==> config.mk <==
export PLATFORM = sky130hd
export DESIGN_NAME = hazard_stall_unit
export DESIGN_NICKNAME = d
export VERILOG_FILES = /design/src/rtl/hazard_stall_unit_pkg.sv /design/src/rtl/hazard_stall_unit_fp_busy_counter.sv /design/src/rtl/hazard_stall_unit.sv
export SDC_FILE = /design/constraint.sdc
export NUM_CORES = 1
export LEC_CHECK = 0
export CAP_MARGIN = 10
export CORE_AREA = 2 2 39 41
export CTS_BUF_LIST = sky130_fd_sc_hd__clkbuf_8
export CTS_CLUSTER_SIZE = 10
export DETAILED_ROUTE_END_ITERATION = 8
export DIE_AREA = 0 0 41 43
export PLACE_DENSITY = 0.75
export SYNTH_ARGS = -nofsm -noshare
export SYNTH_HDL_FRONTEND = slang
export SYNTH_SLANG_ARGS = --single-unit
export TNS_END_PERCENT = 50
==> constraint.sdc <==
create_clock -name clk -period 1.92 [get_ports clk]
set_input_delay 0.192 -clock clk [delete_from_list [all_inputs] [get_ports clk]]
set_output_delay 0.192 -clock clk [all_outputs]
set_load 0.02 [all_outputs]
==> src/rtl/hazard_stall_unit_pkg.sv <==
// Shared definitions for the decode-stage hazard logic: opcode constants,
// the hazard FSM state type, and a helper that classifies which opcodes
// read rt as a source operand.
package hazard_stall_unit_pkg;

  localparam logic [5:0] OPC_RTYPE = 6'd0;
  localparam logic [5:0] OPC_FP    = 6'd17;
  localparam logic [5:0] OPC_ADDI  = 6'd8;
  localparam logic [5:0] OPC_LW    = 6'd35;
  localparam logic [5:0] OPC_SW    = 6'd43;
  localparam logic [5:0] OPC_BEQ   = 6'd4;

  // Encoding kept identical to the control unit's HZ_IDLE / HZ_FP_BUSY.
  typedef enum logic [0:0] {
    HZ_IDLE    = 1'b0,
    HZ_FP_BUSY = 1'b1
  } hz_state_t;

  // Instructions whose rt field is a source register (not a destination).
  function automatic logic uses_rt(input logic [5:0] opcode);
    return (opcode == OPC_RTYPE) || (opcode == OPC_FP) ||
           (opcode == OPC_SW)    || (opcode == OPC_BEQ);
  endfunction

endpackage

==> src/rtl/hazard_stall_unit_fp_busy_counter.sv <==
// fp_busy_counter: loadable down-counter with a zero flag, used to time the
// remaining cycles of a non-pipelined FP adder occupancy.
// Ports:
//   clk, rst_n      clock, asynchronous active-low reset (cnt -> 0)
//   load, load_val  load cnt with load_val (takes priority over dec)
//   dec             decrement cnt by one (caller guarantees cnt != 0)
//   cnt             current count
//   zero            1 when cnt == 0
module fp_busy_counter #(
  parameter int unsigned CNT_W = 4
) (
  input  logic             clk,
  input  logic             rst_n,
  input  logic             load,
  input  logic [CNT_W-1:0] load_val,
  input  logic             dec,
  output logic [CNT_W-1:0] cnt,
  output logic             zero
);

  always_ff @(posedge clk or negedge rst_n) begin
    if (!rst_n) begin
      cnt <= '0;
    end else if (load) begin
      cnt <= load_val;
    end else if (dec && (cnt != '0)) begin
      cnt <= cnt - 1'b1;
    end
  end

  assign zero = (cnt == '0);

endmodule

==> src/rtl/hazard_stall_unit.sv <==
// hazard_stall_unit: decode-stage hazard controller. Inserts a one-cycle
// bubble for load-use hazards and an FP_LAT-1 cycle stall while the
// non-pipelined FP adder occupies EX.
// Ports:
//   clk, rst_n          clock, asynchronous active-low reset
//   ifid_opcode/rs/rt   fields of the instruction in ID
//   idex_mem_read       instruction in EX is a load
//   idex_rt             load destination of the instruction in EX
//   idex_fp             instruction in EX is an FP add
//   control_mux_select  1 = bubble into ID/EX
//   pc_write            1 = PC may update
//   ifid_write          1 = IF/ID may load
//   fp_busy             1 while the FSM is in FP_BUSY
//   stall_cycles        saturating stall-cycle count (only with
//                       HAZARD_PERF_CNT_EN defined)
module hazard_stall_unit
  import hazard_stall_unit_pkg::*;
#(
  parameter int unsigned FP_LAT = 4,
  parameter int unsigned CNT_W  = 4
) (
  input  logic        clk,
  input  logic        rst_n,
  input  logic [5:0]  ifid_opcode,
  input  logic [4:0]  ifid_rs,
  input  logic [4:0]  ifid_rt,
  input  logic        idex_mem_read,
  input  logic [4:0]  idex_rt,
  input  logic        idex_fp,
  output logic        control_mux_select,
  output logic        pc_write,
  output logic        ifid_write,
  output logic        fp_busy
`ifdef HAZARD_PERF_CNT_EN
  ,
  output logic [15:0] stall_cycles
`endif
);

  localparam int unsigned LOAD_INT = (FP_LAT > 2) ? (FP_LAT - 3) : 0;
  localparam logic [CNT_W-1:0] LOAD_VAL = CNT_W'(LOAD_INT);
  localparam bit FP_MULTI = (FP_LAT > 2);

  hz_state_t        state, state_nxt;
  logic             load_hit;
  logic             stall;
  logic             cnt_load, cnt_dec, cnt_zero;
  logic [CNT_W-1:0] cnt;

  assign load_hit = idex_mem_read && (idex_rt != '0) &&
                    ((idex_rt == ifid_rs) ||
                     (uses_rt(ifid_opcode) && (idex_rt == ifid_rt)));

  always_comb begin
    state_nxt = state;
    stall     = 1'b0;
    cnt_load  = 1'b0;
    cnt_dec   = 1'b0;
    unique case (state)
      HZ_IDLE: begin
        stall = load_hit || idex_fp;
        if (idex_fp && FP_MULTI) begin
          state_nxt = HZ_FP_BUSY;
          cnt_load  = 1'b1;
        end
      end
      HZ_FP_BUSY: begin
        stall = 1'b1;
        if (cnt_zero) state_nxt = HZ_IDLE;
        else          cnt_dec   = 1'b1;
      end
      default: state_nxt = HZ_IDLE;
    endcase
  end

  always_ff @(posedge clk or negedge rst_n) begin
    if (!rst_n) state <= HZ_IDLE;
    else        state <= state_nxt;
  end

  fp_busy_counter #(.CNT_W(CNT_W)) u_fp_busy_counter (
    .clk      (clk),
    .rst_n    (rst_n),
    .load     (cnt_load),
    .load_val (LOAD_VAL),
    .dec      (cnt_dec),
    .cnt      (cnt),
    .zero     (cnt_zero)
  );

  // Outputs are forced to their reset values combinationally while rst_n
  // is low, so a mid-stream reset takes effect within the same cycle.
  assign control_mux_select = stall || !rst_n;
  assign pc_write           = !stall && rst_n;
  assign ifid_write         = !stall && rst_n;
  assign fp_busy            = (state == HZ_FP_BUSY) && rst_n;

`ifdef HAZARD_PERF_CNT_EN
  always_ff @(posedge clk or negedge rst_n) begin
    if (!rst_n) begin
      stall_cycles <= '0;
    end else if (stall && (stall_cycles != '1)) begin
      stall_cycles <= stall_cycles + 16'd1;
    end
  end
`endif

endmodule

## Word level (Yosys, flattened, before mapping)

Cells that the tools add are included.

| storage, ports and cells | value |
|---|---|
| bits in registers | 5 |
| input bits | 25 |
| output and inout bits | 4 |
| logic and storage cells | 36 |

| cells by class | value |
|---|---|
| $add $sub $neg | 1 |
| eq/ne operators | 5 |
| muxes and demuxes | 8 |
| bitwise gates (word level) | 1 |
| reduce and logical (&&, ||, !) cells | 19 |

Operators with widths:

| operator | number |
|---|---|
| == test 5 bit | 2 |
| two-way mux 4 bit | 2 |
| == test 6 x 3 -> 1 bit (second input constant) | 1 |
| == test 6 x 5 -> 1 bit (second input constant) | 1 |
| == test 6 bit (second input constant) | 1 |
| logical AND 1 bit | 6 |
| logical NOT 6 bit | 1 |
| logical OR 1 bit | 6 |
| nonzero test 5 bit | 1 |
| logical NOT 4 bit | 1 |
| two-way mux 1 bit | 4 |
| case mux 1 bit (2 select lines) | 2 |
| nonzero test 4 bit | 1 |
| subtractor 4 x 1 -> 4 bit (second input constant) | 1 |
| logical NOT 1 bit | 2 |
| nonzero test 2 bit | 1 |
| inverter 1 bit | 1 |

## Logic depth before layout (Yosys ltp)

| logic depth | value |
|---|---|
| depth in word-level cells | 11 |
| depth in mapped cells | 6 |
| gate-level depth less buffers | 6 |

## Hierarchy

A second synthesis with hierarchy kept.

| unflattened totals | value |
|---|---|
| cell total of the unflattened synthesis | 61 |
| area, all modules | 519.2 µm² |

By module, submodules not included:

| module | times used | cells an instance | area each (µm²) |
|---|---|---|---|
| fp_busy_counter | 1 | 27 | 270.3 |
| hazard_stall_unit | 1 | 34 | 249.0 |

## Worst setup path after synthesis

Ideal clock, no wire load.

| timing path | value |
|---|---|
| kind | input port to output port |
| start point | in idex_rt[2] |
| end point | out pc_write |
| arrival | 1445 ps |
| data required time | 1728 ps |
| slack | 283 ps |
| stages on the path | 5 |
| path buffers | 1 |
| path through | or4_1 -> o21ai_1 -> or4_1 -> o2111a_1 -> buf_4 |

| on the way | value |
|---|---|
| longest elaborated chain between the ends | 8 |
| elaborated cells on any way between the ends | 11 |
| those cells by class | eq/ne (2); mux (1); reduce/logical (8) |

RTL lines:

| what | line | source |
|---|---|---|
| from (decl) | hazard_stall_unit.sv:28 | `input logic [4:0] idex_rt,` |
| == test 5 bit | hazard_stall_unit.sv:52 | `(uses_rt(ifid_opcode) && (idex_rt == ifid_rt)));` |
| logical AND 1 bit | hazard_stall_unit.sv:52 |  |
| logical OR 1 bit | hazard_stall_unit.sv:51 | `((idex_rt == ifid_rs) \|\|` |
| logical AND 1 bit (*) | hazard_stall_unit.sv:50 | `assign load_hit = idex_mem_read && (idex_rt != '0) &&` |
| logical OR 1 bit (*) | hazard_stall_unit.sv:61 | `stall = load_hit \|\| idex_fp;` |
| case mux 1 bit (2 select lines) (*) | hazard_stall_unit.sv:59 | `unique case (state)` |
| logical NOT 1 bit (*) | -- |  |
| logical AND 1 bit (*) | -- |  |
| to (decl) | hazard_stall_unit.sv:31 | `output logic pc_write,` |

Mark *: on every way between the ends. The rest lies on a longest branch, timed or not.

## Worst setup path after layout

| timing path | value |
|---|---|
| start point | in idex_rt[0] |
| end point | out pc_write |

| on the way | value |
|---|---|
| longest elaborated chain between the ends | 8 |
| elaborated cells on any way between the ends | 11 |
| those cells by class | eq/ne (2); mux (1); reduce/logical (8) |

RTL lines:

| what | line | source |
|---|---|---|
| == test 5 bit | hazard_stall_unit.sv:52 |  |
| logical AND 1 bit | hazard_stall_unit.sv:52 |  |
| logical OR 1 bit | hazard_stall_unit.sv:51 |  |
| logical AND 1 bit (*) | hazard_stall_unit.sv:50 |  |
| logical OR 1 bit (*) | hazard_stall_unit.sv:61 |  |
| case mux 1 bit (2 select lines) (*) | hazard_stall_unit.sv:59 |  |
| logical NOT 1 bit (*) | hazard_stall_unit.sv:94 | `assign pc_write = !stall && rst_n;` |
| logical AND 1 bit (*) | hazard_stall_unit.sv:94 |  |

Marked as above.

==> impl_metrics.tcl <==
set metrics [dict create \
    maxSlewHeadroom_pct 76.3 \
    viasPerCell 5.03 \
    finalHoldViolCount 0 \
    wirelength_mm 1.24 \
    hp-class "primary input to asynchronous set/reset pin" \
    ios 29 \
    fp.coreArea_mm2 0.00138 \
    synth_area_per_cell_um2 9.29 \
    synth_edf_count 0 \
    r2r_cells 5 \
    setup_viol 0 \
    htreeDepth 1 \
    grt_pass1_vias 549 \
    final_net_count 113 \
    area_growth_pct 98.9 \
    status "complete, no violations" \
    synth_cells 47 \
    fin_crit_sh_pct 96.3 \
    pwr-share-seq_pct 27.5 \
    cts-root-buf "clkbuf_8" \
    max-vdd-ir-drop_mv 0.633 \
    dp_hpwl_um 945 \
    crit_required_ns 1.73 \
    crit_path_max_fanout 2 \
    setup_tns_ns 0 \
    cp_top_family "compound AO/OA/AOI/OAI gates" \
    final_max_slew_viol_count 0 \
    synth_area_um2 437 \
    clock_latency_ns 0.22 \
    cts_tree "yes" \
    p_sw_uw 239 \
    powerDensity_mw_per_mm2 836 \
    worst_ep_arrival_time_ns 1.66 \
    drtIter0Drc 9 \
    num_vias 513 \
    clk_pin_slew_ns 0.03 \
    ctsHoldBuffers 0 \
    synth_fp_nets 73 \
    p_comb_share_pct 46.9 \
    reg2reg_slack_ns 0.40 \
    dr.pass1.iters 2 \
    yosysSeqAreaShare_pct 28.7 \
    remaining_drc_errors 0 \
    pre_cts_ws_ns -0.536 \
    intPower_uw 487 \
    place_congestion 0.728 \
    grt-ovfl-total 0 \
    cts_made_buffers 3 \
    cp-start-kind "primary input" \
    crit_slowest_cell "or4_4" \
    routedWlPerCell_um 12.2 \
    synthTopCellsByArea "dfrtp_1, xnor2_1, xor2_1" \
    synthFlopType "dfrtp_1" \
    tightestPinTransition_ns 0.353 \
    yosys_warnings 0 \
    worstSetupEndpointType "output port" \
    fmax_mhz 541 \
    timing.rr.end "u_fp_busy_counter.cnt[0]" \
    crit_path_max_incr_delay_ns 0.54 \
    antenna_found_initial 0 \
    die_h_um 43 \
    io_buffers 28 \
    start_util_pct 31.6 \
    ant_nets 0 \
    rsz0062_at_grt "no" \
    r2r-start "u_fp_busy_counter.cnt[0]" \
    clock_path_buffers 2 \
    switching_share_pct 32.9 \
    antenna_cells 0 \
    cp_cell_sequence "dlygate4sd2_1 -> or4_4 -> o21ai_2 -> o21bai_4 -> o2111a_2 -> buf_6" \
    synth-seq-cells 5 \
    die_x_um 41 \
    synth_top_cell_area_share_pct 28.7 \
    worstSetupPathType "primary input to output port" \
    dieArea_mm2 0.00176 \
    worst_slack_ns 0.0718 \
    power_leakage_uw 0.000384 \
    grt_use_total_pct 17.6 \
    path_buf_inv 2 \
    drive_gt1_share_pct 25.6 \
    grt_max_degree 7 \
    drv_cap 0 \
    cts_sinks 5 \
    clockPowerShare_pct 25.5 \
    clock_skew_ns 0.00108 \
    crit_path_start "idex_rt[0]" \
    synth.distinct_cells 28 \
    synth_area_leader_cell "dfrtp_1" \
    async_flop_share_pct 100 \
    std_cell_rows 14 \
    min_period_ns 1.85 \
    grt_pass1_wl_mm 2.10 \
]
[Yosys cell counts, types with 2 or more instances]
cell	count
or4_1	2
a22o_1	2
inv_1	2
nor3b_1	2
xor2_1	5
nor2_1	2
xnor2_1	5
nor3_1	3
dfrtp_1	5
[sequential cells by signal, summed over array words and instances, names as in the netlist]
| register | cells |
|---|---|
| u_fp_busy_counter.cnt | 4 |
| state | 1 |
[how the worst max path moves through the flow]
stage	slack (ns)	cells past startpoint	end
2_1_floorplan	0.28	5	pc_write
3_3_place_gp	-0.50	6	ifid_write
3_5_place_dp	-0.54	6	pc_write
4_1_cts	0.00004	6	pc_write
5_1_grt	0.002	7	pc_write
6_report	0.07	6	pc_write
[power by group through the flow]
stage                     logic [uW]  registers, uW  clock network, uW
final                            341            200                185
after global routing             385            205                197
after global placement           324            194                  0
after detailed placement         332            196                  0
after floorplan                  204            184                  0
after CTS                        340            199                192
[timing repair]
| item | 4_1_cts | 5_1_grt |
|---|---|---|
| resized for setup | 29 | 5 |
| setup endpoints to repair | 3 | 3 |
| setup buffers | 0 | 0 |
| pin swaps | 5 | 4 |
| endpoints found under the hold margin | 0 | 0 |
| gates cloned | 0 | 0 |
[cell families (layout without fill, tap and decap cells)]
| family | Yosys count | count (layout) | synth area share, % |
|---|---|---|---|
| mux | 2 | 2 | 4.87 |
| xor+xnor | 10 | 10 | 20.1 |
| compound gates | 10 | 10 | 18.3 |
| fa+ha+maj | 1 | 1 | 2.86 |
| buf+inv | 3 | 42 | 3.44 |
| flops | 5 | 5 | 28.7 |
| simple gates | 16 | 16 | 21.8 |
[worst reg2reg max path: stages (launching register included)]
cell and delay [ns]:
dfrtp_1 0.40, inv_1 0.07, ha_1 0.17, nor3b_1 0.30, a21oi_1 0.17, mux2_2 0.29
[metrics by stage]
stage          utilization, %  area (um2)  hold WS (ns)  cells  power [uW]
6_report                 62.7         868         0.375    102         726
5_1_grt                  62.7         868         0.428    102         787
4_1_cts                  61.7         853         0.377    102         731
3_5_place_dp             57.1         790         0.552     98         529
3_3_place_gp             57.1         790         0.534     98         518
2_1_floorplan               -         437        -0.104     47         389
[area by class of cell]
cell class                 instances  area [um2]
multi-input combinational         39         329
tap                               16        20.0
fill                             136         515
inverter                           2        7.51
clock inverter                     1        3.75
timing repair buffer              36         342
sequential                         5         125
clock buffer                       3        41.3
[cells in the final DEF (no fill, tap or decap)]
master           netlist  final
nor2_1                 2      2
nor3b_1                2      1
a22o_1                 2      2
o22ai_1                1      1
clkdlybuf4s50_1        0     17
nand4b_1               1      1
mux2i_1                1      1
o2111ai_1              1      1
xnor2_2                0      1
dfrtp_1                5      5
dlygate4sd2_1          0      7
nand3_1                1      1
a21o_1                 1      1
buf_4                  1      7
and2_1                 1      1
o21ai_2                0      1
clkbuf_8               0      3
buf_6                  0      4
ha_1                   1      1
xnor2_1                5      4
o21bai_4               0      1
or3_1                  1      1
nor3b_2                0      1
xor2_1                 5      5
or4_4                  0      2
a21oi_1                1      1
dlymetal6s2s_1         0      1
nand2b_1               1      1
o2111a_2               0      1
nand2_1                1      1
nor3_1                 3      3
inv_1                  2      3
mux2_2                 1      1
nand4_1                1      1
o31ai_1                1      1
[metal layers]
layer  global-route usage [%]  vias to the layer above  share of wire [%]
met5                        0                        -                  0
met4                     6.67                        0                1.1
met3                     6.81                        2                6.3
met2                     30.3                       23                 54
met1                     17.9                      235                 38
li1                         -                      253                  -
Note: power is estimated with default switching activity, not from simulation.
